[src/rtl/ttt_pkg.sv]
// Shared definitions for the turn scheduler: cell encodings, FSM states,
// board size and the table of the eight winning lines.
// Cell code 2'b11 has no name here. It counts as occupied, so it blocks
// moves, and it never matches either player, so it never wins.
package ttt_pkg;

    localparam int N_CELLS = 9;
    localparam int N_LINES = 8;

    localparam logic [1:0] CELL_EMPTY = 2'b00;
    localparam logic [1:0] CELL_P1    = 2'b01;
    localparam logic [1:0] CELL_P2    = 2'b10;

    typedef enum logic [2:0] {
        S_IDLE,
        S_PROBE,
        S_WRITE,
        S_SCAN,
        S_EVAL,
        S_OVER,
        S_CLEAR
    } state_e;

    // Row-major 3x3 board: three rows, three columns, two diagonals.
    localparam int LINE_TBL [N_LINES][3] = '{
        '{0, 1, 2}, '{3, 4, 5}, '{6, 7, 8},
        '{0, 3, 6}, '{1, 4, 7}, '{2, 5, 8},
        '{0, 4, 8}, '{2, 4, 6}
    };

endpackage

[src/rtl/turn_scheduler_win_eval.sv]
// win_eval: purely combinational line checker.
//   board : shadow copy of all cells
//   win   : bit0 = P1 owns a full line, bit1 = P2 owns a full line
//   draw  : no winner and no empty cell left
// On a corrupt board both win bits can be set at the same time.
module win_eval
    import ttt_pkg::*;
#(
    parameter int CELLS = ttt_pkg::N_CELLS
) (
    input  logic [CELLS-1:0][1:0] board,
    output logic [1:0]            win,
    output logic                  draw
);

    logic any_empty;

    always_comb begin
        win       = 2'b00;
        any_empty = 1'b0;
        for (int l = 0; l < N_LINES; l++) begin
            if (board[LINE_TBL[l][0]] == CELL_P1 && board[LINE_TBL[l][1]] == CELL_P1 &&
                board[LINE_TBL[l][2]] == CELL_P1)
                win[0] = 1'b1;
            if (board[LINE_TBL[l][0]] == CELL_P2 && board[LINE_TBL[l][1]] == CELL_P2 &&
                board[LINE_TBL[l][2]] == CELL_P2)
                win[1] = 1'b1;
        end
        for (int c = 0; c < CELLS; c++) begin
            if (board[c] == CELL_EMPTY)
                any_empty = 1'b1;
        end
    end

    assign draw = (win == 2'b00) && !any_empty;

endmodule

[src/rtl/turn_scheduler.sv]
// turn_scheduler: move sequencing for a two-player board game backed by an
// external cell store.
//   clk, btnCpuReset      : clock and async active-low reset
//   move_req, move_addr   : request to mark a cell for the current player
//   new_game              : clear the board and restart (wins over move_req)
//   rd_addr / rd_data     : cell-store read port (combinational read data)
//   wen, waddr, wd        : cell-store write port
//   player                : whose turn it is (0 = P1, 1 = P2)
//   busy                  : operation in progress (not IDLE and not OVER)
//   move_ack / move_rej   : one-cycle accept / refuse pulses
//   gameover, draw        : sticky result flags
// An accepted move probes the cell, writes it, rescans the whole store into
// a shadow board and evaluates it, so the store stays the single truth.
module turn_scheduler #(
    parameter int N_CELLS = ttt_pkg::N_CELLS,
    parameter int ADDR_W  = 4
) (
    input  logic              clk,
    input  logic              btnCpuReset,
    input  logic              move_req,
    input  logic [ADDR_W-1:0] move_addr,
    input  logic              new_game,
    output logic [ADDR_W-1:0] rd_addr,
    input  logic [1:0]        rd_data,
    output logic              wen,
    output logic [ADDR_W-1:0] waddr,
    output logic [1:0]        wd,
    output logic              player,
    output logic              busy,
    output logic              move_ack,
    output logic              move_rej,
    output logic [1:0]        gameover,
    output logic              draw
);
    import ttt_pkg::*;

    localparam logic [ADDR_W-1:0] LAST = ADDR_W'(N_CELLS - 1);

    state_e                   state, state_nxt;
    logic [ADDR_W-1:0]        addr_q, cnt_q;
    logic                     player_q, draw_q, rej_q, rej_nxt;
    logic [1:0]               gameover_q;
    logic [N_CELLS-1:0][1:0]  shadow_q;
    logic [1:0]               eval_win;
    logic                     eval_draw;

    win_eval #(.CELLS(N_CELLS)) u_win_eval (
        .board (shadow_q),
        .win   (eval_win),
        .draw  (eval_draw)
    );

    always_comb begin
        state_nxt = state;
        move_ack  = 1'b0;
        rej_nxt   = 1'b0;
        wen       = 1'b0;
        waddr     = '0;
        wd        = CELL_EMPTY;
        rd_addr   = '0;
        busy      = (state != S_IDLE) && (state != S_OVER);
        case (state)
            S_IDLE: begin
                if (move_req) begin
                    if (32'(move_addr) >= N_CELLS) rej_nxt   = 1'b1;
                    else                           state_nxt = S_PROBE;
                end
            end
            S_PROBE: begin
                rd_addr = addr_q;
                // Ack is combinational so it lands one cycle after the request;
                // the refuse pulse is registered and lands one cycle later.
                if (rd_data == CELL_EMPTY) begin
                    move_ack  = 1'b1;
                    state_nxt = S_WRITE;
                end else begin
                    rej_nxt   = 1'b1;
                    state_nxt = S_IDLE;
                end
            end
            S_WRITE: begin
                wen       = 1'b1;
                waddr     = addr_q;
                wd        = player_q ? CELL_P2 : CELL_P1;
                state_nxt = S_SCAN;
            end
            S_SCAN: begin
                rd_addr = cnt_q;
                if (cnt_q == LAST) state_nxt = S_EVAL;
            end
            S_EVAL: begin
                state_nxt = (eval_win != 2'b00 || eval_draw) ? S_OVER : S_IDLE;
            end
            S_OVER: state_nxt = S_OVER;
            S_CLEAR: begin
                wen   = 1'b1;
                waddr = cnt_q;
                if (cnt_q == LAST) state_nxt = S_IDLE;
            end
            default: state_nxt = S_IDLE;
        endcase
        // new_game aborts whatever is in flight, including a pending ack/rej.
        if (new_game && state != S_CLEAR) begin
            state_nxt = S_CLEAR;
            move_ack  = 1'b0;
            rej_nxt   = 1'b0;
        end
    end

    always_ff @(posedge clk or negedge btnCpuReset) begin
        if (!btnCpuReset) begin
            state      <= S_IDLE;
            addr_q     <= '0;
            cnt_q      <= '0;
            player_q   <= 1'b0;
            gameover_q <= 2'b00;
            draw_q     <= 1'b0;
            rej_q      <= 1'b0;
            shadow_q   <= '0;
        end else begin
            state <= state_nxt;
            rej_q <= rej_nxt;
            // Counter runs only while staying in SCAN or CLEAR; any entry starts at 0.
            cnt_q <= (state_nxt == state && (state == S_SCAN || state == S_CLEAR)) ?
                     cnt_q + 1'b1 : '0;
            if (state == S_IDLE && state_nxt == S_PROBE)
                addr_q <= move_addr;
            if (state == S_SCAN)
                shadow_q[cnt_q] <= rd_data;
            if (state == S_EVAL && state_nxt != S_CLEAR) begin
                gameover_q <= gameover_q | eval_win;
                draw_q     <= draw_q | eval_draw;
                if (state_nxt == S_IDLE) player_q <= ~player_q;
            end
            if (state == S_CLEAR && state_nxt == S_IDLE) begin
                player_q   <= 1'b0;
                gameover_q <= 2'b00;
                draw_q     <= 1'b0;
                shadow_q   <= '0;
            end
        end
    end

    assign player   = player_q;
    assign move_rej = rej_q;
    assign gameover = gameover_q;
    assign draw     = draw_q;

endmodule

[config.mk]
export PLATFORM = sky130hd
export DESIGN_NAME = turn_scheduler
export DESIGN_NICKNAME = d
export VERILOG_FILES = /design/src/rtl/ttt_pkg.sv /design/src/rtl/turn_scheduler_win_eval.sv /design/src/rtl/turn_scheduler.sv
export SDC_FILE = /design/constraint.sdc
export NUM_CORES = 1
export LEC_CHECK = 0
export CELL_PAD_IN_SITES_DETAIL_PLACEMENT = 0
export CELL_PAD_IN_SITES_GLOBAL_PLACEMENT = 2
export CORE_MARGIN = 2
export CORE_UTILIZATION = 37
export CTS_CLUSTER_SIZE = 24
export DETAILED_ROUTE_END_ITERATION = 6
export MAX_ROUTING_LAYER = met4
export PLACE_DENSITY = 0.8
export SLEW_MARGIN = 5
export SYNTH_ARGS = -nofsm -noshare
export SYNTH_HDL_FRONTEND = slang
export SYNTH_HIERARCHICAL = 1
export SYNTH_SLANG_ARGS = --single-unit
[constraint.sdc]
create_clock -name clk -period 4.3 [get_ports clk]
set_input_delay 0.43 -clock clk [delete_from_list [all_inputs] [get_ports clk]]
set_output_delay 0.43 -clock clk [all_outputs]
set_load 0.02 [all_outputs]
-- Yosys cells after proc, flatten, opt, wreduce, memory -nomap -nowiden
Cells that the tools add are included.
W data, S select, Z words.
- add/sub/neg operators: 1
- $mul: 0
- div/mod/pow operators: 0
- magnitude comparators: 3
- eq/ne operators: 30
- shift-type cells: 0
- muxes and demuxes: 59
- bitwise gates (word level): 3
- reductions and logical operators: 63
- operators with widths (operator ; count):
    $logic_and A1 B1 Y1 ; 40
    $mux W1 ; 38
    $mux W18 ; 2
    $logic_not A2 Y1 ; 11
    $pmux W3 S7 ; 1
    $bwmux W18 ; 1
    $eq A2 B1 Y1 const B ; 9
    $eq A2 B2 Y1 const B ; 9
    $mux W3 ; 6
    $pmux W4 S2 ; 2
    $mux W2 ; 6
    $eq A3 B3 Y1 const B ; 3
    $ne A3 B3 Y1 const B ; 3
    $demux W2 S4 ; 1
    $reduce_bool A2 Y1 ; 4
    $eq A3 B1 Y1 const B ; 2
    $eq A3 B2 Y1 const B ; 2
    $logic_not A3 Y1 ; 2
    $lt A4 B5 Y1 const B ; 1
    $add A4 B1 Y4 const B ; 1
    $eq A4 B4 Y1 const B ; 1
    $ge A4 B1 Y1 const B ; 1
    $ge A4 B4 Y1 const B ; 1
    $mux W4 ; 1
    10 further kinds ; 11
- register bits after elaboration: 34
- latch bits: 0
- bits in writable memories: 0
- ROM bits: 0
- input bits: 10
- output and inout port bits: 18
- logic and storage cells: 175
- memories: 0

-- Depth between registers and ports, before layout
Gate-level depths: netlist (run 1).
- depth after elaboration: 21
- mapped depth: 9

-- Modules after synthesis
The synthesis (run 1) kept the hierarchy.
- by module, submodules not included (module ; instances ; cells each ; area each (um^2) ; sequential area each (um^2)):
    turn_scheduler ; 1 ; 195 ; 1898.1 ; 850.8
    win_eval ; 1 ; 41 ; 326.6 ; 0.0

-- Worst setup path before layout (run 1)
No wires, ideal clock.
- path kind: register to register
- start point: register shadow_q[0] (netlist name)
- end point: register addr_q[0]
- setup time: 0.125 ns
- arrival time: 2.252 ns
- data required time: 4.175 ns
- slack: 1.923 ns
- cell stages (with the launch flop): 10
- buffers on the path: 0
- clock period less this slack: 2.377 ns
- cell sequence: dfrtp_1 and4bb_1 o311ai_1 nand4_1 nor3_2 nor4_1 nor3b_1 o311a_4 nand2_4 mux2_4
- cells in the longest elaborated chain, start to end: 19
- elaborated cells on any way between the ends: 50
- RTL lines (item ; line ; text):
    start: declaration ; turn_scheduler.sv:43 ; logic [N_CELLS-1:0][1:0] shadow_q;
    start signal: indexed assignment ; turn_scheduler.sv:129 ; shadow_q[cnt_q] <= rd_data;
    $eq A2 B1 Y1 * ; turn_scheduler_win_eval.sv:22 ; if (board[LINE_TBL[l][0]] == CELL_P1 && board[LINE_TBL[l][1]] == CELL_P1 &&
    $logic_and A1 B1 Y1 (2 in series) ; turn_scheduler_win_eval.sv:22 ;
    $mux W1 (6 in series) ; turn_scheduler_win_eval.sv:22 ;
    $mux W1 * (2 in series) ; turn_scheduler_win_eval.sv:22 ;
    net eval_win[0] ; turn_scheduler.sv:44 ; logic [1:0] eval_win;
    $logic_not A2 Y1 * ; turn_scheduler_win_eval.sv:35 ; assign draw = (win == 2'b00) && !any_empty;
    $logic_and A1 B1 Y1 * ; turn_scheduler_win_eval.sv:35 ;
    net eval_draw ; turn_scheduler.sv:45 ; logic eval_draw;
    $logic_or A1 B1 Y1 * ; turn_scheduler.sv:92 ; state_nxt = (eval_win != 2'b00 || eval_draw) ? S_OVER : S_IDLE;
    $mux W3 * ; turn_scheduler.sv:92 ;
    $pmux W3 S7 * ; turn_scheduler.sv:62 ; case (state)
    $mux W3 * ; turn_scheduler.sv:103 ; if (new_game && state != S_CLEAR) begin
    net state_nxt[0] ; turn_scheduler.sv:39 ; state_e state, state_nxt;
    $eq A3 B1 Y1 * ; turn_scheduler.sv:126 ; if (state == S_IDLE && state_nxt == S_PROBE)
    $logic_and A1 B1 Y1 * ; turn_scheduler.sv:126 ;
    end signal: assignment ; turn_scheduler.sv:127 ; addr_q <= move_addr;
    end: declaration ; turn_scheduler.sv:40 ; logic [ADDR_W-1:0] addr_q, cnt_q;
Mark *: on every way through the listed nets, which the timed path passes. The rest lies on a longest branch.
A chain may end at the register's enable or synchronous reset.

-- Worst setup path in the final report (run 1)
- start point: register state[2]
- end point: output port move_ack
- cells in the longest elaborated chain, start to end: 3
- elaborated cells on any way between the ends: 5
- RTL lines (item ; line ; text):
    start: declaration ; turn_scheduler.sv:39 ;
    start signal: assignment ; turn_scheduler.sv:121 ; state <= state_nxt;
    $eq A3 B1 Y1 or $ne A3 B3 Y1 (tied branches) ; turn_scheduler.sv:62, turn_scheduler.sv:103 ;
    $mux W1 or $logic_and A1 B1 Y1 (tied branches) ; turn_scheduler.sv:62, turn_scheduler.sv:103 ;
    $mux W1 * ; turn_scheduler.sv:103 ;
    end: declaration ; turn_scheduler.sv:30 ; output logic move_ack,
Every way passes the cells marked *; elsewhere a longest branch is shown, timed or not.

==> impl_metrics.ini, run 1 <==
[outcome]
status = completed

[floorplan]
coreArea_sq_um = 5850
initial_core_util = 0.380
dieWidth_um = 81.5
dieArea_sq_um = 6650
die_y_um = 81.5
row_count = 28
io_pins = 28

[worst_setup_path]
cp_data_required_time_ns = 3.87
cp_slowest_stage_delay_ns = 0.66
cp-start-kind = flop
critPathArrivalTime_ns = 2.46
setup.worst_path.class = flop to output port
crit_chain = nand2b_1, nor4b_1, clkdlybuf4s50_1
endpoint_kind = output port
worstPathMaxFanout = 20
cpMaxStageDelayCell = clkdlybuf4s50_1
r2r_cells = 9

[timing]
setup_viol = 0
tightest_slew_ns = 0.841
max_freq_mhz = 346
post-route-period-util = 0.673
finalHoldViolations = 0
skew_ns = 0.00582
rsz0062_at_grt = false
setup_ws_ns = 1.41
relSlewSlack = 0.440
setup_tns_ns = 0
whs_ns = 0.497
fin_crit_ns = 2.89
slew_violations = 0

[final_layout]
n_fill_cell = 588
multi_input_area_sq_um = 1260
nets = 271
antenna-diode-count = 0
finalNonFillerCells = 333
regArea_sq_um = 851
drive_above_1_share = 0.109
area_growth_pct = 17.0

[synth]
ys.flop_type = dfrtp_1
synth_cell_type_count = 52
synth_nets = 250
synth-edff-count = 0
synth_top_area_cell = dfrtp_1
postSynthCellCount = 236
ys_warn_count = 6
synthTopCellsByArea = dfrtp_1 38%, nor4bb_1 5.8%, mux2i_1 5.4%
ys_async_sr_fraction = 1.00
yosysSeqAreaShare = 0.382
synth_seq_cells = 34
avgSynthCellArea_sq_um = 9.43
synth_top_area_share = 0.382
syn_area_sq_um = 2220

[route]
dr.pass1.iters = 4
vias = 1847
drc = 0
viasPerCell = 5.55
antenna_left = 0
wire_per_inst_um = 16.9
detail_route.iter0.violations = 134
wirelength_mm = 5.63

[place]
dpl.cell_count = 325
gp_congestion = 0.854
portBuffers = 27
dp_hpwl_mm = 3.96
post-place-ws_ns = 1.53

[cts]
cts_tree = built
cts_resized = 0
clock-sinks = 34
post_cts_buffers = 0
clk_path_buf_depth = 2
ctsHoldBuffers = 0
htreeDepth = 2
clk-insertion-delay-late_ns = 0.29
cts-root-buf = clkbuf_8
clk_pin_slew_ns = 0.07
cts_made_buffers = 5

[global_route]
grt_pass1_wl_mm = 9.40
grt.overflow.total = 0
grt_pass1_vias = 1766
antenna_found_initial = 0
grt_max_degree = 35
track_usage = 0.194

[pwr]
switching_share = 0.418
p_sw_uw = 605
total_power_uw = 1450
vdd_drop_max_mv = 0.291
power_density_nw_per_um2 = 556
power_frac_seq = 0.406
leakage_uw = 0.00116
clock_power_share = 0.173
power_report.internal_total_uw = 842
pwr-share-comb = 0.421

[job]
maxCapViolations = 0

[min_path]
hp-class = flop to flop
hold_depth = 1
stage by stage:
stage / util / area (sq um)
floorplan: - / 2220
global placement: 0.429 / 2510
detailed placement: 0.429 / 2510
CTS: 0.445 / 2600
global route: 0.445 / 2600
finish: 0.445 / 2600
layout by cell type (no fill, tap or decap), drive strengths merged, types with 4 or more instances in the layout:
cell type | synthesis | routed
dfrtp | 34 | 34
nand2 | 32 | 32
clkdlybuf4s50 | 0 | 27
nor2 | 25 | 25
nand3 | 16 | 16
a21oi | 14 | 14
nor4bb | 13 | 13
mux2i | 13 | 13
o21ai | 8 | 8
nor2b | 7 | 7
clkbuf | 2 | 7
inv | 6 | 6
mux2 | 5 | 5
ha | 4 | 4
and4bb | 4 | 4
cells in the mapped netlist (3+ instances only):
master,number
a21oi_1,13
a22oi_1,3
a32o_1,3
and4bb_2,3
buf_2,7
buf_6,3
dfrtp_1,34
ha_1,4
inv_1,5
mux2_4,4
mux2i_1,12
nand2_1,29
nand3_1,16
nand3b_1,3
nor2_1,25
nor2b_1,7
nor4bb_1,13
o21ai_0,7
o22ai_1,3
final timing paths:
kind                                  start      endpoint  slack, ns
worst max-delay path               state[2]      move_ack       1.41
worst min-delay path            gameover[0]   gameover[0]       0.50
worst max register to register  shadow_q[9]      cnt_q[3]       1.59
worst min register to register  gameover[0]   gameover[0]       0.50
max in group asynchronous       btnCpuReset  shadow_q[12]       3.43
min in group asynchronous       btnCpuReset     addr_q[0]       0.55
sequential cells by signal (all words and copies together), names as in the netlist:
signal and count:
shadow_q 18, addr_q 4, cnt_q 4, state 3, gameover 2, draw 1
move_rej 1, player 1
routing by layer:
layer | track usage | part of all wire | up-vias
li1 | - | - | 897
met1 | 0.279 | 0.50 | 910
met2 | 0.271 | 0.45 | 33
met3 | 0.0374 | 0.034 | 7
met4 | 0.0661 | 0.013 | 0
met5 | - | 0 | -
cells by family (layout without fill, tap and decap cells):
| logic type | Yosys count | after routing | synth area share |
|---|---|---|---|
| DFF | 34 | 34 | 0.382 |
| xor gates and xnor gates | 2 | 2 | 0.00788 |
| adders and majority gates | 4 | 4 | 0.0225 |
| AOI/OAI and AO/OA | 40 | 40 | 0.130 |
| muxes | 18 | 18 | 0.0922 |
| buffers and inverters | 21 | 43 | 0.0512 |
| and+or+nand+nor | 117 | 117 | 0.313 |
critical path: cells and delay by family (launching register included):
family	cells	cell delay (ns)
and+or+nand+nor	2	0.87
DFF	1	0.65
buffers and inverters	1	0.66
power groups by stage:
stage	Sequential, uW	Clock, uW	Combinational (uW)
floorplan	504	0	497
global placement	596	0	614
detailed placement	593	0	613
CTS	588	253	617
global route	610	266	671
finish	588	250	609
cell type report:
class | count | share of cell area
clock buffers | 7 | 0.0332
multi-input cells | 181 | 0.484
well taps | 75 | 0.0360
inverters | 6 | 0.00865
repair buffers | 29 | 0.110
clock inverters | 1 | 0.00192
flip-flops and latches | 34 | 0.327
Power figures use the tool's default switching activity.
==> inputs of run 2 (changes only) <==
- CORE_UTILIZATION: 37 -> 35
- PLACE_DENSITY: 0.8 -> 0.76
- clock period: 4.3 -> 3 ns (I/O delays scaled with it)
==> run 2 against run 1 <==
Register-to-register slack lost 1.2 ns. Hold slack lost 0.081 ns. Wire length is 1.8% lower. Clock skew rose by 0.0051 ns. First-iteration DRC count decreased by 13%. Count of clock-buffer cells in the layout did not move. Global-route usage fell by 1.9 points. Clock power is 68% higher. Cell count up 1.8%. Die area increased by 5.4%. Sequential cell count is the same. Critical endpoint is now cnt_q[3].
==> impl_metrics.ini, run 2 (same netlist as run 1, synthesis figures left out) <==
[min_path]
hp-class = primary input to asynchronous set/reset pin

[cts]
htreeDepth = 2
clk_path_buf_depth = 2
cts_tree = built
clk-insertion-delay-late_ns = 0.29
clock-sinks = 34
clk_pin_slew_ns = 0.07
ctsHoldBuffers = 0
cts_made_buffers = 5
cts-root-buf = clkbuf_8

[final_layout]
reg.largest.list = shadow_q: 18 flops, addr_q: 4 flops, cnt_q: 4 flops
top_register = shadow_q
drive_above_1_share = 0.122
layout_common_cells = 34 x dfrtp_1, 29 x nand2_1, 27 x clkdlybuf4s50_1
area_growth_pct = 19.4
antenna-diode-count = 0
nets = 275
mostFrequentLayoutCell = dfrtp_1
largest_register_ffs = 18

[worst_setup_path]
worstPathMaxFanout = 9
cp_data_required_time_ns = 3.17
regToRegEndpoint = cnt_q[3]
rrSetupSlack_ns = 0.36
cp-start-kind = flop
setup.worst_path.class = flop to flop
cp_slowest_stage_delay_ns = 0.46
crit_start = shadow_q[9]
r2r_cells = 9
timing.rr.start = shadow_q[9]
crit_chain = and4bb_1, o311ai_1, nand4_1, nor3_2, nor4_1, nor3b_2, o311a_4, mux2i_2, nor2_1
cpMaxStageDelayCell = dfrtp_1
endpoint_kind = flop
critPathArrivalTime_ns = 2.81

[pwr]
total_power_uw = 2150
leakage_uw = 0.00118
power_density_nw_per_um2 = 810
vdd_drop_max_mv = 0.340

[place]
portBuffers = 27
dp_hpwl_mm = 3.94
gp_congestion = 0.889

[route]
drc = 0
antenna_left = 0
wirelength_mm = 5.53
viasPerCell = 5.43
detail_route.iter0.violations = 116
wire_per_inst_um = 16.3
dr.pass1.iters = 4
vias = 1841

[outcome]
status = completed

[global_route]
grt_max_degree = 35
grt_pass1_wl_mm = 9.47
grt.overflow.total = 0
track_usage = 0.175
grt_pass1_vias = 1770
antenna_found_initial = 0

[timing]
relSlewSlack = 0.589
skew_ns = 0.0109
max_freq_mhz = 378
setup_viol = 0
fin_crit_ns = 2.64
post-route-period-util = 0.881
finalHoldViolations = 0
setup_tns_ns = 0
slew_violations = 0
rsz0062_at_grt = false
tightest_slew_ns = 0.616

[floorplan]
dieArea_sq_um = 7010
die_y_um = 83.7
coreArea_sq_um = 6240
io_pins = 28
row_count = 29
dieWidth_um = 83.7
initial_core_util = 0.356

[job]
maxCapViolations = 0
## run 2: changes by cell type in the layout (fill, tap and decap cells not counted)
cell	delta
buf_4	+4
bufinv_16	+1
clkbuf_1	+1
clkbuf_8	-1
clkinv_2	-1
nor3b_1	-1
nor3b_2	+1
## run 2: what timing repair did
item	CTS	global route
endpoints found under the setup margin	0	8
resized for setup	0	1
buffers inserted	0	0
## run 2: metal layers
layer  up-vias  track usage  part of all wire
met1       882        0.260              0.52
met5         -            -                 0
li1        913            -                 -
met3         8       0.0326             0.031
met2        38        0.242              0.44
met4         0       0.0528             0.013
## run 2: where the power goes
| part | internal (uW) | switching [uW] | total, uW | leakage [uW] |
|---|---|---|---|---|
| Clock | 249 | 172 | 421 | 0.0000524 |
| Sequential | 586 | 197 | 783 | 0.000386 |
| Combinational | 452 | 496 | 948 | 0.000743 |
## run 2: worst max-delay path, delay by kind of cell, from the launching register on
family	cells	cell delay [ns]
AOI/OAI and AO/OA	2	0.52
and+or+nand+nor	6	1.20
DFF	1	0.46
muxes	1	0.34
## run 2: final cells by class
class                           count  area, sq um
Clock buffer                        7         76.3
Clock inverter                      1         30.0
Fill cell                         633         3580
Inverter                            6         22.5
Multi-Input combinational cell    181         1260
Sequential cell                    34          851
Tap cell                           77         96.3
Timing Repair Buffer               33          315
## run 2: metrics by stage
| stage | worst slack [ns] | cell area, sq um | hold WS [ns] | cells | utilization |
|---|---|---|---|---|---|
| detailed placement | 0.237 | 2540 | 0.488 | 331 | 0.408 |
| CTS | 0.199 | 2650 | 0.438 | 339 | 0.425 |
| global route | 0.0506 | 2660 | 0.471 | 339 | 0.426 |
| global placement | 0.343 | 2540 | 0.491 | 331 | 0.408 |
| floorplan | 0.623 | 2220 | 0.00441 | 236 | - |
| finish | 0.357 | 2660 | 0.416 | 339 | 0.426 |
## run 2: worst max-delay path by stage
stage,to,slack (ns),cells after the start
detailed placement,cnt_q[2],0.24,9
finish,cnt_q[3],0.36,9
CTS,cnt_q[2],0.20,9
floorplan,addr_q[0],0.62,9
global placement,cnt_q[1],0.34,9
global route,cnt_q[1],0.05,9
